### src/rtl/ccff_loader_pkg.sv
`default_nettype none
// ============================================================================
// Module      : ccff_loader_pkg
// Description : Shared definitions for the ccff bitstream loader.
//               - state_t     : loader FSM states
//               - CRC16_POLY  : CRC-16-CCITT polynomial (0x1021)
//               - CRC16_INIT  : CRC seed (0xFFFF)
//               - crc16_step  : one bit-serial CRC update
// Revision    : 1.0 - initial release
// ============================================================================
package ccff_loader_pkg;

    typedef enum logic [2:0] {
        IDLE  = 3'd0,
        LOAD  = 3'd1,
        SHIFT = 3'd2,
        CHECK = 3'd3,
        DONE  = 3'd4
    } state_t;

    localparam logic [15:0] CRC16_POLY = 16'h1021;
    localparam logic [15:0] CRC16_INIT = 16'hFFFF;

    // MSB-first serial CRC: feedback is the outgoing MSB xor the new bit.
    function automatic logic [15:0] crc16_step(input logic [15:0] crc,
                                               input logic        din);
        logic fb;
        fb = crc[15] ^ din;
        return {crc[14:0], 1'b0} ^ (fb ? CRC16_POLY : 16'h0000);
    endfunction

endpackage : ccff_loader_pkg
`default_nettype wire

### src/rtl/ccff_crc16_serial.sv
`default_nettype none
// ============================================================================
// Module      : ccff_crc16_serial
// Description : Bit-serial CRC-16-CCITT accumulator.
//   clk     in   clock
//   rst_n   in   asynchronous active-low reset (loads CRC16_INIT)
//   en      in   fold bit_in into the CRC this cycle
//   clr     in   reload CRC16_INIT (has priority over en)
//   bit_in  in   serial data bit
//   crc_out out  current CRC value
// Revision    : 1.0 - initial release
// ============================================================================
module ccff_crc16_serial
    import ccff_loader_pkg::*;
(
    input  logic        clk,
    input  logic        rst_n,
    input  logic        en,
    input  logic        clr,
    input  logic        bit_in,
    output logic [15:0] crc_out
);

    logic [15:0] r_crc;

    always_ff @(posedge clk or negedge rst_n) begin
        if (!rst_n) begin
            r_crc <= CRC16_INIT;
        end else if (clr) begin
            r_crc <= CRC16_INIT;
        end else if (en) begin
            r_crc <= crc16_step(r_crc, bit_in);
        end
    end

    assign crc_out = r_crc;

endmodule : ccff_crc16_serial
`default_nettype wire

### src/rtl/ccff_bitstream_loader.sv
`default_nettype none
// ============================================================================
// Module      : ccff_bitstream_loader
// Description : Host-side writer for the configuration flip-flop chain.
//               Serializes host words MSB-first into ccff_head, then rotates
//               the chain once (tail looped back to head) while checking a
//               CRC of the returned stream against the CRC of the loaded one.
//               Pads stay isolated until the chain is loaded and verified.
//   prog_clk      in   programming clock
//   pReset_N      in   asynchronous active-low reset
//   start         in   begin programming (honoured in IDLE / DONE only)
//   word_valid    in   host word available
//   word_data     in   bitstream word (MSB shifted first)
//   word_ready    out  word accepted this cycle
//   ccff_head     out  serial data into the chain
//   ccff_shift_en out  chain advances on this edge
//   ccff_tail     in   serial data out of the chain
//   IO_ISOL_N     out  0 = pads isolated
//   busy          out  LOAD, SHIFT or CHECK in progress
//   done          out  programming finished (level)
//   crc_err       out  verify mismatch (valid while done=1)
// Revision    : 1.0 - initial release
// ============================================================================
module ccff_bitstream_loader
    import ccff_loader_pkg::*;
#(
    parameter int CHAIN_LEN = 1024,
    parameter int WORD_W    = 32,
    parameter int CNT_W     = $clog2(CHAIN_LEN + 1)
) (
    input  logic              prog_clk,
    input  logic              pReset_N,
    input  logic              start,
    input  logic              word_valid,
    input  logic [WORD_W-1:0] word_data,
    output logic              word_ready,
    output logic              ccff_head,
    output logic              ccff_shift_en,
    input  logic              ccff_tail,
    output logic              IO_ISOL_N,
    output logic              busy,
    output logic              done,
    output logic              crc_err
);

    localparam int               c_WBIT_W   = $clog2(WORD_W + 1);
    localparam logic [CNT_W-1:0] c_LAST_BIT = CNT_W'(CHAIN_LEN - 1);

    state_t                r_state;
    state_t                w_state_nxt;
    logic [WORD_W-1:0]     r_sreg;
    logic [c_WBIT_W-1:0]   r_wbit;
    logic [CNT_W-1:0]      r_bit_cnt;
    logic                  r_crc_err;

    logic                  w_last_bit;
    logic                  w_crc_clr;
    logic                  w_load_en;
    logic                  w_chk_en;
    logic [15:0]           w_crc_load;
    logic [15:0]           w_crc_chk;

    assign w_last_bit = (r_bit_cnt == c_LAST_BIT);

    // ------------------------------------------------------------------
    // State register
    // ------------------------------------------------------------------
    always_ff @(posedge prog_clk or negedge pReset_N) begin
        if (!pReset_N) begin
            r_state <= IDLE;
        end else begin
            r_state <= w_state_nxt;
        end
    end

    // ------------------------------------------------------------------
    // Next state and chain-side outputs
    // ------------------------------------------------------------------
    always_comb begin
        w_state_nxt   = r_state;
        word_ready    = 1'b0;
        ccff_head     = 1'b0;
        ccff_shift_en = 1'b0;
        w_crc_clr     = 1'b0;
        w_load_en     = 1'b0;
        w_chk_en      = 1'b0;

        case (r_state)
            IDLE, DONE: begin
                if (start) begin
                    w_state_nxt = LOAD;
                    w_crc_clr   = 1'b1;
                end
            end
            LOAD: begin
                // Chain holds while the host stalls.
                word_ready = 1'b1;
                if (word_valid) begin
                    w_state_nxt = SHIFT;
                end
            end
            SHIFT: begin
                ccff_shift_en = 1'b1;
                ccff_head     = r_sreg[WORD_W-1];
                w_load_en     = 1'b1;
                // Chain end wins over word end: leftover bits of the final
                // word are simply dropped.
                if (w_last_bit) begin
                    w_state_nxt = CHECK;
                end else if (r_wbit == c_WBIT_W'(1)) begin
                    w_state_nxt = LOAD;
                end
            end
            CHECK: begin
                // One full rotation restores the loaded contents.
                ccff_shift_en = 1'b1;
                ccff_head     = ccff_tail;
                w_chk_en      = 1'b1;
                if (w_last_bit) begin
                    w_state_nxt = DONE;
                end
            end
            default: begin
                w_state_nxt = IDLE;
            end
        endcase
    end

    // ------------------------------------------------------------------
    // Datapath: word shifter, bit counters, verify result
    // ------------------------------------------------------------------
    always_ff @(posedge prog_clk or negedge pReset_N) begin
        if (!pReset_N) begin
            r_sreg    <= '0;
            r_wbit    <= '0;
            r_bit_cnt <= '0;
            r_crc_err <= 1'b0;
        end else begin
            case (r_state)
                IDLE, DONE: begin
                    if (start) begin
                        r_bit_cnt <= '0;
                        r_crc_err <= 1'b0;
                    end
                end
                LOAD: begin
                    if (word_valid) begin
                        r_sreg <= word_data;
                        r_wbit <= c_WBIT_W'(WORD_W);
                    end
                end
                SHIFT: begin
                    r_sreg    <= r_sreg << 1;
                    r_wbit    <= r_wbit - c_WBIT_W'(1);
                    r_bit_cnt <= w_last_bit ? '0 : r_bit_cnt + CNT_W'(1);
                end
                CHECK: begin
                    r_bit_cnt <= w_last_bit ? '0 : r_bit_cnt + CNT_W'(1);
                    // The checker register only absorbs the last tail bit on
                    // this same edge, so fold it in here for the comparison.
                    if (w_last_bit) begin
                        r_crc_err <= (crc16_step(w_crc_chk, ccff_tail) != w_crc_load);
                    end
                end
                default: begin
                    r_bit_cnt <= '0;
                end
            endcase
        end
    end

    // ------------------------------------------------------------------
    // CRC of the bits sent and of the bits returned by the rotation
    // ------------------------------------------------------------------
    ccff_crc16_serial u_crc_load (
        .clk     (prog_clk),
        .rst_n   (pReset_N),
        .en      (w_load_en),
        .clr     (w_crc_clr),
        .bit_in  (ccff_head),
        .crc_out (w_crc_load)
    );

    ccff_crc16_serial u_crc_chk (
        .clk     (prog_clk),
        .rst_n   (pReset_N),
        .en      (w_chk_en),
        .clr     (w_crc_clr),
        .bit_in  (ccff_tail),
        .crc_out (w_crc_chk)
    );

    // ------------------------------------------------------------------
    // Status outputs
    // ------------------------------------------------------------------
    assign busy      = (r_state == LOAD) || (r_state == SHIFT) || (r_state == CHECK);
    assign done      = (r_state == DONE);
    assign crc_err   = r_crc_err;
    assign IO_ISOL_N = done && !r_crc_err;

endmodule : ccff_bitstream_loader
`default_nettype wire

### config.mk
export PLATFORM = sky130hd
export DESIGN_NAME = ccff_bitstream_loader
export DESIGN_NICKNAME = d
export VERILOG_FILES = /design/src/rtl/ccff_loader_pkg.sv /design/src/rtl/ccff_crc16_serial.sv /design/src/rtl/ccff_bitstream_loader.sv
export SDC_FILE = /design/constraint.sdc
export NUM_CORES = 1
export LEC_CHECK = 0
export BUFFER_PORTS_ARGS = -buffer_cell sky130_fd_sc_hd__buf_4
export CORE_AREA = 2 2 98 100
export DETAILED_ROUTE_END_ITERATION = 8
export DIE_AREA = 0 0 100 102
export PLACE_DENSITY = 0.76
export SLEW_MARGIN = 20
export SYNTH_ARGS = -nofsm -noshare
export SYNTH_HDL_FRONTEND = slang
export SYNTH_SLANG_ARGS = --single-unit
### constraint.sdc
create_clock -name prog_clk -period 1.5 [get_ports prog_clk]
set_input_delay 0.3 -clock prog_clk [delete_from_list [all_inputs] [get_ports prog_clk]]
set_output_delay 0.3 -clock prog_clk [all_outputs]
set_load 0.02 [all_outputs]
==> metrics.csv, run 1 <==
stage,metric,value,unit
synth,ys_warn_count,0,
placed_design,gp_congestion,0.836,
final_layout,area.growth.synth_to_final,44.8,%
critical_path,cp_slowest_cell,dfrtp_2,
clock_network,cts.clk_slew.worst_paths,90,ps
global_routing,grt_first_pass_wirelength,14.9,mm
floorplanning,initial_core_util,0.445,
synth,synth-xor-area-share,0.0519,
clock_network,numClockSinks,85,
hold_path,min_path_type,primary input to register,
synth,syn_nets,448,
floorplanning,die_x,100,um
synth,synth.area.top_cells,"dfrtp_1 (33%), dfstp_2 (21%), nand2_1 (7.4%)",
synth,synth.most_common_cell,nand2_1,
routing,drt-initial-drc-count,237,
synth,ys_seq_area_frac,0.535,
critical_path,arrival,2020,ps
outcome,status,"finished, violations left",
outcome,failed_checks,negative setup slack,
placed_design,portBuffers,43,
critical_path,path_max_fanout,8,
synth,synth_top_family_by_area,simple AND/OR/NAND/NOR gates,
clock_network,root_buffer,clkbuf_8,
synth,async_reset_ff_frac,1.00,
synth,synth_commonest_cells,"nand2_1 (80), dfrtp_1 (53), nor2_1 (48)",
timing,drv_slew,0,
floorplanning,fp.dieH,102,um
critical_path,critical_path.cell_chain,"buf_6, nor3b_4, buf_4, and2_4, clkbuf_16, nand2_4, a31oi_1",
timing,min_period_over_period,1.17,
floorplanning,core,0.00911,sq mm
timing,slew_headroom,0.687,
routing,ant_nets,0,
synth,netlist_area,0.00405,sq mm
synth,synth_compound_area_frac,0.162,
synth,synth_top_flop_cell,dfrtp_1,
routing,first_pass_iters,4,
global_routing,first_global_vias,3230,
synth,synth_mux_area_frac,0.00525,
floorplanning,die_area,0.0102,sq mm
final_layout,final.fill_count,624,
pwr,leakage,0.00261,uW
synth,synthSimpleGateAreaFrac,0.194,
global_routing,grt_usage,0.186,
critical_path,crit_type,register to register,
placed_design,hpwlAfterDp,5.91,mm
synth,yosys_register_bits,85,
timing,layout_min_cycle_time,1760,ps
placed_design,pre_cts_slack,-136,ps
clock_network,cts_tree,done,
final_layout,drive_gt1_frac,0.460,
timing,fmax,570,MHz
routing,wl_per_cell,18.0,um
clock_network,clockBufferDepth,2,
final_layout,nets,552,
critical_path,worstPathRequired,1770,ps
critical_path,critical_path.endpoint_type,register,
routing,viasPerCell,5.75,
synth,avgSynthCellArea,9.93,sq um
floorplanning,placementRows,35,
timing,setup_viol,48,
timing,worstMarginPinSlew,469,ps
timing,grt_setup_unrepaired,true,
synth,synth-edff-count,0,
routing,wirelength,11.3,mm
flow_run,drv_cap,0,
clock_network,clk_latency,370,ps
critical_path,startpoint_type,register,
pwr,power.total,12400,uW
synth,synth_top_area_share,0.327,
synth,synth_cells,408,
global_routing,grt-ovfl-total,0,
synth,ys_types,51,
global_routing,antenna_found_initial,0,
clock_network,cts_inserted_buffers,9,
timing,timing.final.ws_setup,-256,ps
clock_network,htreeDepth,3,
final_layout,antenna_cells,0,
pwr,power_density,2110,mW/mm^2
pwr,max-vdd-ir-drop,0.000889,V
synth,synth.largest_area_cell,dfrtp_1,
routing,drc,0,
critical_path,max_stage_delay,470,ps
synth,synth-adder-area-share,0.00927,
timing,hold_viol_final,0,
floorplanning,io-pin-count,44,
routing,num_vias,3609,
timing,fin_skew,12.1,ps
global_routing,grt_max_degree,86,
[what timing repair did]
item	CTS	global route
endpoints found under the setup margin	43	87
gates cloned	1	11
hold endpoints to repair	53	0
gates resized for setup	22	93
setup buffers	8	9
hold buffers	1	0
pin swaps	8	82
[layout make-up]
type	instances	area [sq um]	share of cell area
Clock buffer	13	180	0.0307
Multi-Input combinational cell	293	2140	0.364
Inverter	5	26.3	0.00448
Timing Repair Buffer	118	1200	0.204
Clock inverter	3	16.3	0.00277
Sequential cell	85	2170	0.370
Tap cell	111	139	0.0237
[per-layer routing]
metal	share of wire	wire, um	GRT usage	up-vias
li1	-	-	-	1652
met1	0.41	4640	0.240	1820
met2	0.52	5870	0.304	111
met3	0.044	502	0.0424	26
met4	0.025	288	0.0780	0
met5	0	0	0	-
[state kept, by name (all words and copies together) (netlist names)]
signal and count:
r_bit_cnt 11, r_state 3, r_sreg 32, u_crc_chk.crc_out 16, crc_err 1, u_crc_load.crc_out 16
r_wbit 6
[critical path, delay by kind of cell, from the launching register on]
kind | cells | cell delay [ps]
flops | 1 | 470
buf+inv | 3 | 480
simple gates | 3 | 490
compound gates | 1 | 210
[placed cells by master (no fill, tap or decap), drive strengths merged, types with 2 or more instances in the layout]
cell,n
clkbuf,21
dfrtp,53
a21oi,7
o22a,27
a31oi,33
nor4b,2
nand2,80
clkinv,2
nor3,4
xnor2,9
nor4,4
o21ai,17
nand2b,2
nor2,50
inv,6
o311ai,2
and3,3
ha,3
dfstp,32
nand3,12
xor2,15
nand4,5
buf,109
[worst paths after layout]
| path | depth (start not counted) | startpoint | slack (ps) | to |
|---|---|---|---|---|
| worst max-delay path | 7 | r_state[0] | -260 | r_sreg[12] |
| worst min-delay path | 3 | word_data[0] | 150 | r_sreg[0] |
| worst max register to register | 7 | r_state[0] | -260 | r_sreg[12] |
| worst min register to register | 1 | u_crc_chk.crc_out[15] | 520 | u_crc_chk.crc_out[15] |
| max in group asynchronous | 3 | pReset_N | 610 | u_crc_chk.crc_out[5] |
| min in group asynchronous | 3 | pReset_N | 460 | r_bit_cnt[3] |
[per-stage QoR]
step / instances / util / hold slack, ps / area, sq um / setup TNS, ps
after floorplan: 408 / - / 4.41 / 4100 / -678
after detailed placement: 582 / 0.529 / 365 / 4810 / -430
after global routing: 628 / 0.644 / 152 / 5870 / -10680
final: 628 / 0.644 / 148 / 5870 / -7170
after CTS: 608 / 0.571 / 121 / 5200 / -1200
after global placement: 582 / 0.529 / 365 / 4810 / -134
[where the power goes]
group	total, uW	switching, uW	internal, uW
registers	4460	874	3590
logic	6260	3090	3180
clock network	1630	843	791
[kinds of logic (layout without fill, tap and decap cells)]
| kind of cell | count (synthesis) | after routing |
|---|---|---|
| multiplexers | 2 | 2 |
| AND/OR/NAND/NOR | 169 | 169 |
| flip-flops | 85 | 85 |
| XOR/XNOR | 24 | 24 |
| adder cells (fa/ha/maj) | 3 | 3 |
| buffers and inverters | 30 | 139 |
| AO/OA/AOI/OAI | 95 | 95 |
Note: power is estimated with default switching activity, not from simulation.
==> run 2, diff against run 1 <==
--- a/config.mk
+++ b/config.mk
@@ -6,10 +6,10 @@
 export NUM_CORES = 1
 export LEC_CHECK = 0
 export BUFFER_PORTS_ARGS = -buffer_cell sky130_fd_sc_hd__buf_4
-export CORE_AREA = 2 2 98 100
+export CORE_AREA = 2 2 88 112
 export DETAILED_ROUTE_END_ITERATION = 8
-export DIE_AREA = 0 0 100 102
-export PLACE_DENSITY = 0.76
+export DIE_AREA = 0 0 90 114
+export PLACE_DENSITY = 0.75
 export SLEW_MARGIN = 20
 export SYNTH_ARGS = -nofsm -noshare
 export SYNTH_HDL_FRONTEND = slang
==> run 2 against run 1 <==
  * The flow still finishes with violations (negative setup slack)
  * Cell count increased by 1.3%
  * Combinational power decreased by 9.9%
  * Global-route usage increased by 1.2 points
  * Clock-buffer cell count decreased by 4
  * Clock skew decreased by 6.7 ps
  * Cell area decreased by 4.2%
  * Die area increased by 0.59%
==> metrics.csv, run 2 (synthesis results as in run 1) <==
stage,metric,value,unit,change
pwr,power_frac_comb,0.452,,-0.055
critical_path,r2r_end,r_sreg[4],,
global_routing,grt_first_pass_wirelength,16.4,mm,+9.8%
critical_path,ff2ff_path_depth,7,,unchanged
routing,drt-initial-drc-count,206,,-13%
timing,drv_slew,0,,unchanged
final_layout,antenna_cells,0,,unchanged
critical_path,crit_type,register to output pin,,
clock_network,htreeDepth,3,,unchanged
critical_path,crit_family,flip-flops,,
pwr,power_density,2220,mW/mm^2,+5.4%
critical_path,worstPathRequired,1200,ps,-570 ps
final_layout,drive_gt1_frac,0.404,,-0.0564
global_routing,grt-ovfl-total,0,,unchanged
pwr,leakage,0.00241,uW,-7.9%
pwr,clockPowerShare,0.193,,+0.061
floorplanning,io-pin-count,44,,unchanged
critical_path,path_max_fanout,4,,-4
critical_path,arrival,1350,ps,-670 ps
critical_path,cp_common_cell,buf_6,,
clock_network,clockBufferDepth,2,,unchanged
routing,viasPerCell,5.41,,-5.9%
timing,setup_viol,44,,-8.3%
global_routing,grt_usage,0.197,,+0.0117
critical_path,critical_path.cell_chain,"buf_6, mux2i_4, nor2_4, buf_6",,
timing,grt_setup_unrepaired,true,,
floorplanning,core,0.00931,sq mm,+2.2%
clock_network,numClockSinks,85,,unchanged
clock_network,cts.clk_slew.worst_paths,60,ps,-30 ps
final_layout,final_common_cell,buf_4,,
routing,drc,0,,unchanged
routing,ant_nets,0,,unchanged
placed_design,hpwlAfterDp,6.18,mm,+4.6%
routing,first_pass_iters,4,,unchanged
timing,hold_viol_final,0,,unchanged
routing,num_vias,3440,,-4.7%
outcome,failed_checks,negative setup slack,,
timing,fmax,607,MHz,+6.6%
floorplanning,die_x,90,um,-10%
placed_design,gp_congestion,0.819,,-2.0%
global_routing,first_global_vias,3412,,+5.6%
floorplanning,fp.dieH,114,um,+12%
timing,fin_skew,5.43,ps,-6.67 ps
hold_path,whs_endpoint,r_sreg[0],,
timing,layout_min_cycle_time,1650,ps,-109 ps
final_layout,nets,545,,-1.3%
pwr,intPower,7910,uW,+4.8%
final_layout,multi_input_area,0.00192,sq mm,-10%
critical_path,startpoint_type,register,,
timing,slew_headroom,0.754,,+0.0670
pwr,power_switching,4560,uW,-5.1%
routing,wirelength,10.1,mm,-10%
hold_path,min_path_type,primary input to register,,
final_layout,regMostFlops,r_sreg,,
final_layout,area.growth.synth_to_final,38.7,%,
final_layout,final_cells,636,,+1.3%
pwr,switching_share,0.365,,-0.0232
final_layout,final_cell_area,0.00562,sq mm,-4.2%
clock_network,cts_tree,done,,
flow_run,drv_cap,0,,unchanged
final_layout,regArea,0.00217,sq mm,unchanged
critical_path,critical_path.endpoint_type,output pin,,
final_layout,largest_register_ffs,32,,unchanged
hold_path,hold_path.startpoint,word_data[0],,
timing,min_period_over_period,1.10,,-0.0729
clock_network,root_buffer,clkbuf_16,,
placed_design,place_area,0.00480,sq mm,-0.34%
pwr,max-vdd-ir-drop,0.00113,V,+27%
floorplanning,die_area,0.0103,sq mm,+0.59%
global_routing,antenna_found_initial,0,,unchanged
timing,timing.final.ws_setup,-146,ps,+109 ps
critical_path,path_depth,4,,-3
hold_path,holdPathStages,3,,unchanged
final_layout,final_cell_mix,"buf_4 (89), nand2_1 (73), dfrtp_1 (50)",,
routing,wl_per_cell,16.0,um,-11%
final_layout,final.fill_count,752,,+21%
pwr,power_frac_seq,0.355,,-0.006
clock_network,clk_latency,350,ps,-20 ps
global_routing,grt_max_degree,49,,-43%
clock_network,cts_inserted_buffers,9,,unchanged
floorplanning,placementRows,40,,+14%
outcome,status,"finished, violations left",,
critical_path,crit_buf_inv,2,,-1
critical_path,max_stage_delay,440,ps,-30 ps
placed_design,portBuffers,43,,unchanged
critical_path,rr_startpoint,r_state[0],,
critical_path,reg2reg_slack,-100,ps,+160 ps
timing,worstMarginPinSlew,369,ps,-101 ps
floorplanning,initial_core_util,0.435,,-0.00956
critical_path,cp_slowest_cell,dfrtp_2,,
placed_design,dp.cells,594,,+2.1%
==> run 2: final cells by class <==
| type | count | area share |
|---|---|---|
| sequential | 85 | 0.386 |
| clock buffer | 9 | 0.0401 |
| clock inverter | 7 | 0.0176 |
| multi-input combinational | 293 | 0.342 |
| inverter | 5 | 0.00468 |
| tap | 126 | 0.0281 |
| timing repair buffer | 111 | 0.181 |
==> run 2: worst max path at each step <==
stage	start	to	slack [ps]
floorplan	r_bit_cnt[1]	r_bit_cnt[0]	-100
global placement	r_bit_cnt[1]	r_state[0]	-50
detailed placement	r_bit_cnt[1]	r_state[0]	-100
CTS	r_state[0]	ccff_head	-140
global route	r_state[0]	word_ready	-200
finish	r_state[0]	ccff_head	-150
==> run 2: routing by layer <==
layer  up-vias  global-route usage  part of all wire
li1       1624                   -                 -
met1      1697               0.251              0.43
met2       100               0.328              0.51
met3        19              0.0330             0.036
met4         0              0.0985             0.022
met5         -                   0                 0
==> run 2: power by group through the flow <==
stage / clock [uW] / sequential, uW / combinational (uW)
floorplan: 0 / 4250 / 3270
global placement: 0 / 4340 / 4450
detailed placement: 0 / 4400 / 4620
CTS: 2450 / 4370 / 5130
global route: 2540 / 4550 / 6190
finish: 2410 / 4420 / 5640
==> run 2: repair_timing <==
action | CTS | global route
gates resized for setup | 23 | 33
hold endpoints to repair | 3 | 0
gates cloned | 1 | 2
endpoints found under the setup margin | 18 | 58
setup buffers | 16 | 6
hold buffers | 1 | 0
pin swaps | 13 | 16
==> run 2: stage by stage <==
step	TNS [ps]	setup slack, ps	utilization	hold WS, ps	total power (uW)
floorplan	-678	-103	-	4.41	7520
global placement	-53.0	-49.6	0.515	230	8800
detailed placement	-398	-100	0.515	237	9030
CTS	-602	-139	0.577	143	12000
global route	-7160	-203	0.604	171	13300
finish	-2480	-146	0.604	152	12500
==> run 2: worst min-delay path, stage by stage <==
cell and delay [ps]:
buf_4 70, nand2_1 40, nand2_1 50
==> run 3, diff against run 2 <==
--- a/config.mk
+++ b/config.mk
@@ -6,10 +6,12 @@
 export NUM_CORES = 1
 export LEC_CHECK = 0
 export BUFFER_PORTS_ARGS = -buffer_cell sky130_fd_sc_hd__buf_4
+export CAP_MARGIN = 20
 export CORE_AREA = 2 2 88 112
 export DETAILED_ROUTE_END_ITERATION = 8
 export DIE_AREA = 0 0 90 114
 export PLACE_DENSITY = 0.75
+export RECOVER_POWER = 25
 export SLEW_MARGIN = 20
 export SYNTH_ARGS = -nofsm -noshare
 export SYNTH_HDL_FRONTEND = slang
==> run 3 against run 2 <==
  * Sequential share of layout area increased by 0.095 points
  * Critical endpoint unchanged
  * The run still ends with negative setup slack left
  * Clock power hardly changed
  * Clock skew decreased by 0.75 ps
  * Non-clock buffer count is the same
  * Highest routed layer unchanged
==> metrics.csv, run 3 (synthesis results as in run 1) <==
stage,metric,value,unit,change
hold_path,whs_endpoint,r_sreg[0],,
global_routing,grt-ovfl-total,0,,unchanged
critical_path,path_max_fanout,4,,unchanged
global_routing,grt_first_pass_wirelength,16.4,mm,unchanged
timing,slew_headroom,0.539,,-0.215
routing,wl_per_cell,15.9,um,-0.39%
final_layout,area.growth.synth_to_final,38.4,%,
final_layout,antenna_cells,0,,unchanged
floorplanning,die_area,0.0103,sq mm,unchanged
clock_network,htreeDepth,3,,unchanged
clock_network,clk_latency,340,ps,about the same
critical_path,critical_path.cell_chain,"buf_6, mux2i_4, nor2_4, buf_6",,
global_routing,antenna_found_initial,0,,unchanged
timing,layout_min_cycle_time,1650,ps,+0.112 ps
critical_path,max_stage_delay,440,ps,about the same
routing,wirelength,10.1,mm,-0.39%
critical_path,ff2ff_path_depth,7,,unchanged
clock_network,root_buffer,clkbuf_16,,
global_routing,first_global_vias,3412,,unchanged
final_layout,nets,545,,unchanged
final_layout,final_cell_mix,"buf_4 (87), nand2_1 (73), dfrtp_1 (50)",,
timing,final.setup.tns,-2500,ps,-21.3 ps
placed_design,portBuffers,43,,unchanged
timing,holdWs,153,ps,+0.963 ps
floorplanning,fp.dieH,114,um,unchanged
timing,drv_slew,0,,unchanged
global_routing,use_met2,0.328,,unchanged
floorplanning,die_x,90,um,unchanged
placed_design,hpwlAfterDp,6.18,mm,unchanged
routing,ant_nets,0,,unchanged
floorplanning,core,0.00931,sq mm,unchanged
placed_design,place_area,0.00480,sq mm,unchanged
final_layout,largest_register_ffs,32,,unchanged
final_layout,final.fill_count,755,,+0.40%
clock_network,clockBufferDepth,2,,unchanged
outcome,status,"finished, violations left",,
final_layout,final_common_cell,buf_4,,
final_layout,final_cells,636,,unchanged
critical_path,cp_common_cell,buf_6,,
critical_path,r2r_end,r_sreg[4],,
clock_network,cts_inserted_buffers,9,,unchanged
critical_path,reg2reg_slack,-100,ps,about the same
global_routing,gr-max-usage-layer,met2,,
routing,first_pass_iters,4,,unchanged
global_routing,grt_usage,0.197,,unchanged
critical_path,worstPathRequired,1200,ps,about the same
critical_path,worst_setup_path_startpoint,r_state[0],,
hold_path,holdPathStages,3,,unchanged
timing,hold_viol_final,0,,unchanged
critical_path,startpoint_type,register,,
floorplanning,placementRows,40,,unchanged
critical_path,rr_startpoint,r_state[0],,
timing,fin_skew,4.68,ps,-0.754 ps
global_routing,grt_util_met1,0.251,,unchanged
timing,fmax,607,MHz,about the same
timing,setup_viol,44,,unchanged
global_routing,met3_usage,0.0330,,unchanged
pwr,max-vdd-ir-drop,0.00113,V,about the same
pwr,leakage,0.00240,uW,-0.19%
timing,min_period_over_period,1.10,,about the same
routing,viasPerCell,5.38,,-0.47%
critical_path,arrival,1350,ps,about the same
clock_network,numClockSinks,85,,unchanged
global_routing,grt_max_degree,49,,unchanged
timing,grt_setup_unrepaired,true,,
hold_path,min_path_type,primary input to register,,
clock_network,cts_tree,done,,
final_layout,final_cell_area,0.00561,sq mm,-0.24%
clock_network,cts.clk_slew.worst_paths,60,ps,about the same
floorplanning,initial_core_util,0.435,,unchanged
timing,worstMarginPinSlew,691,ps,+322 ps
timing,timing.final.ws_setup,-146,ps,-0.112 ps
outcome,failed_checks,negative setup slack,,
final_layout,regMostFlops,r_sreg,,
routing,drt-initial-drc-count,209,,+1.5%
pwr,power_density,2220,mW/mm^2,+0.13%
routing,num_vias,3424,,-0.47%
routing,drc,0,,unchanged
floorplanning,io-pin-count,44,,unchanged
final_layout,drive_gt1_frac,0.404,,unchanged
critical_path,crit_type,register to output pin,,
critical_path,critical_path.endpoint_type,output pin,,
flow_run,drv_cap,0,,unchanged
final_layout,final_util,0.602,,-0.00148
placed_design,dp.cells,594,,unchanged
placed_design,gp_congestion,0.819,,unchanged
hold_path,hold_path.startpoint,word_data[0],,
critical_path,cp_slowest_cell,dfrtp_2,,
## run 3: per-layer routing
layer | wire (um) | share of wire
met5 | 0 | 0
met1 | 4370 | 0.43
met4 | 195 | 0.019
met3 | 332 | 0.033
met2 | 5210 | 0.51
## run 3: area by class of cell
| class | count | area, sq um | share of cell area |
|---|---|---|---|
| Timing Repair Buffer | 111 | 1000 | 0.179 |
| Clock buffer | 9 | 225 | 0.0402 |
| Multi-Input combinational cell | 293 | 1920 | 0.343 |
| Inverter | 5 | 26.3 | 0.00469 |
| Clock inverter | 7 | 98.8 | 0.0176 |
| Tap cell | 126 | 158 | 0.0281 |
| Sequential cell | 85 | 2170 | 0.387 |
## run 3: power by group
group,switching (uW),internal [uW]
Sequential,827,3590
Clock,938,1470
Combinational,2780,2850
Total,4550,7910
## run 3: per-stage QoR
stage / setup slack (ps) / total power [uW]
after global placement: -49.6 / 8800
after floorplan: -103 / 7520
after CTS: -139 / 12000
after detailed placement: -100 / 9030
after global routing: -203 / 13300
final: -146 / 12500
## run 3: how the worst max path moves through the flow
stage / to / slack (ps) / cells after the start
final: ccff_head / -150 / 4
after global routing: word_ready / -200 / 4
after CTS: ccff_head / -140 / 4
after detailed placement: r_state[0] / -100 / 7
after global placement: r_state[0] / -50 / 7
after floorplan: r_bit_cnt[0] / -100 / 5
## run 3: timing repair
action | in CTS | in global routing
cloned | 1 | 2
endpoints found under the hold margin | 3 | 0
setup endpoints to repair | 18 | 58
pin swaps | 13 | 16
hold buffers | 1 | 0
setup buffers | 16 | 6
gates resized for setup | 23 | 33
## run 3: critical path, delay by kind of cell (launching register included)
| family | cells | cell delay [ps] |
|---|---|---|
| and+or+nand+nor | 1 | 120 |
| DFF | 1 | 440 |
| muxes | 1 | 180 |
| buffers and inverters | 2 | 270 |
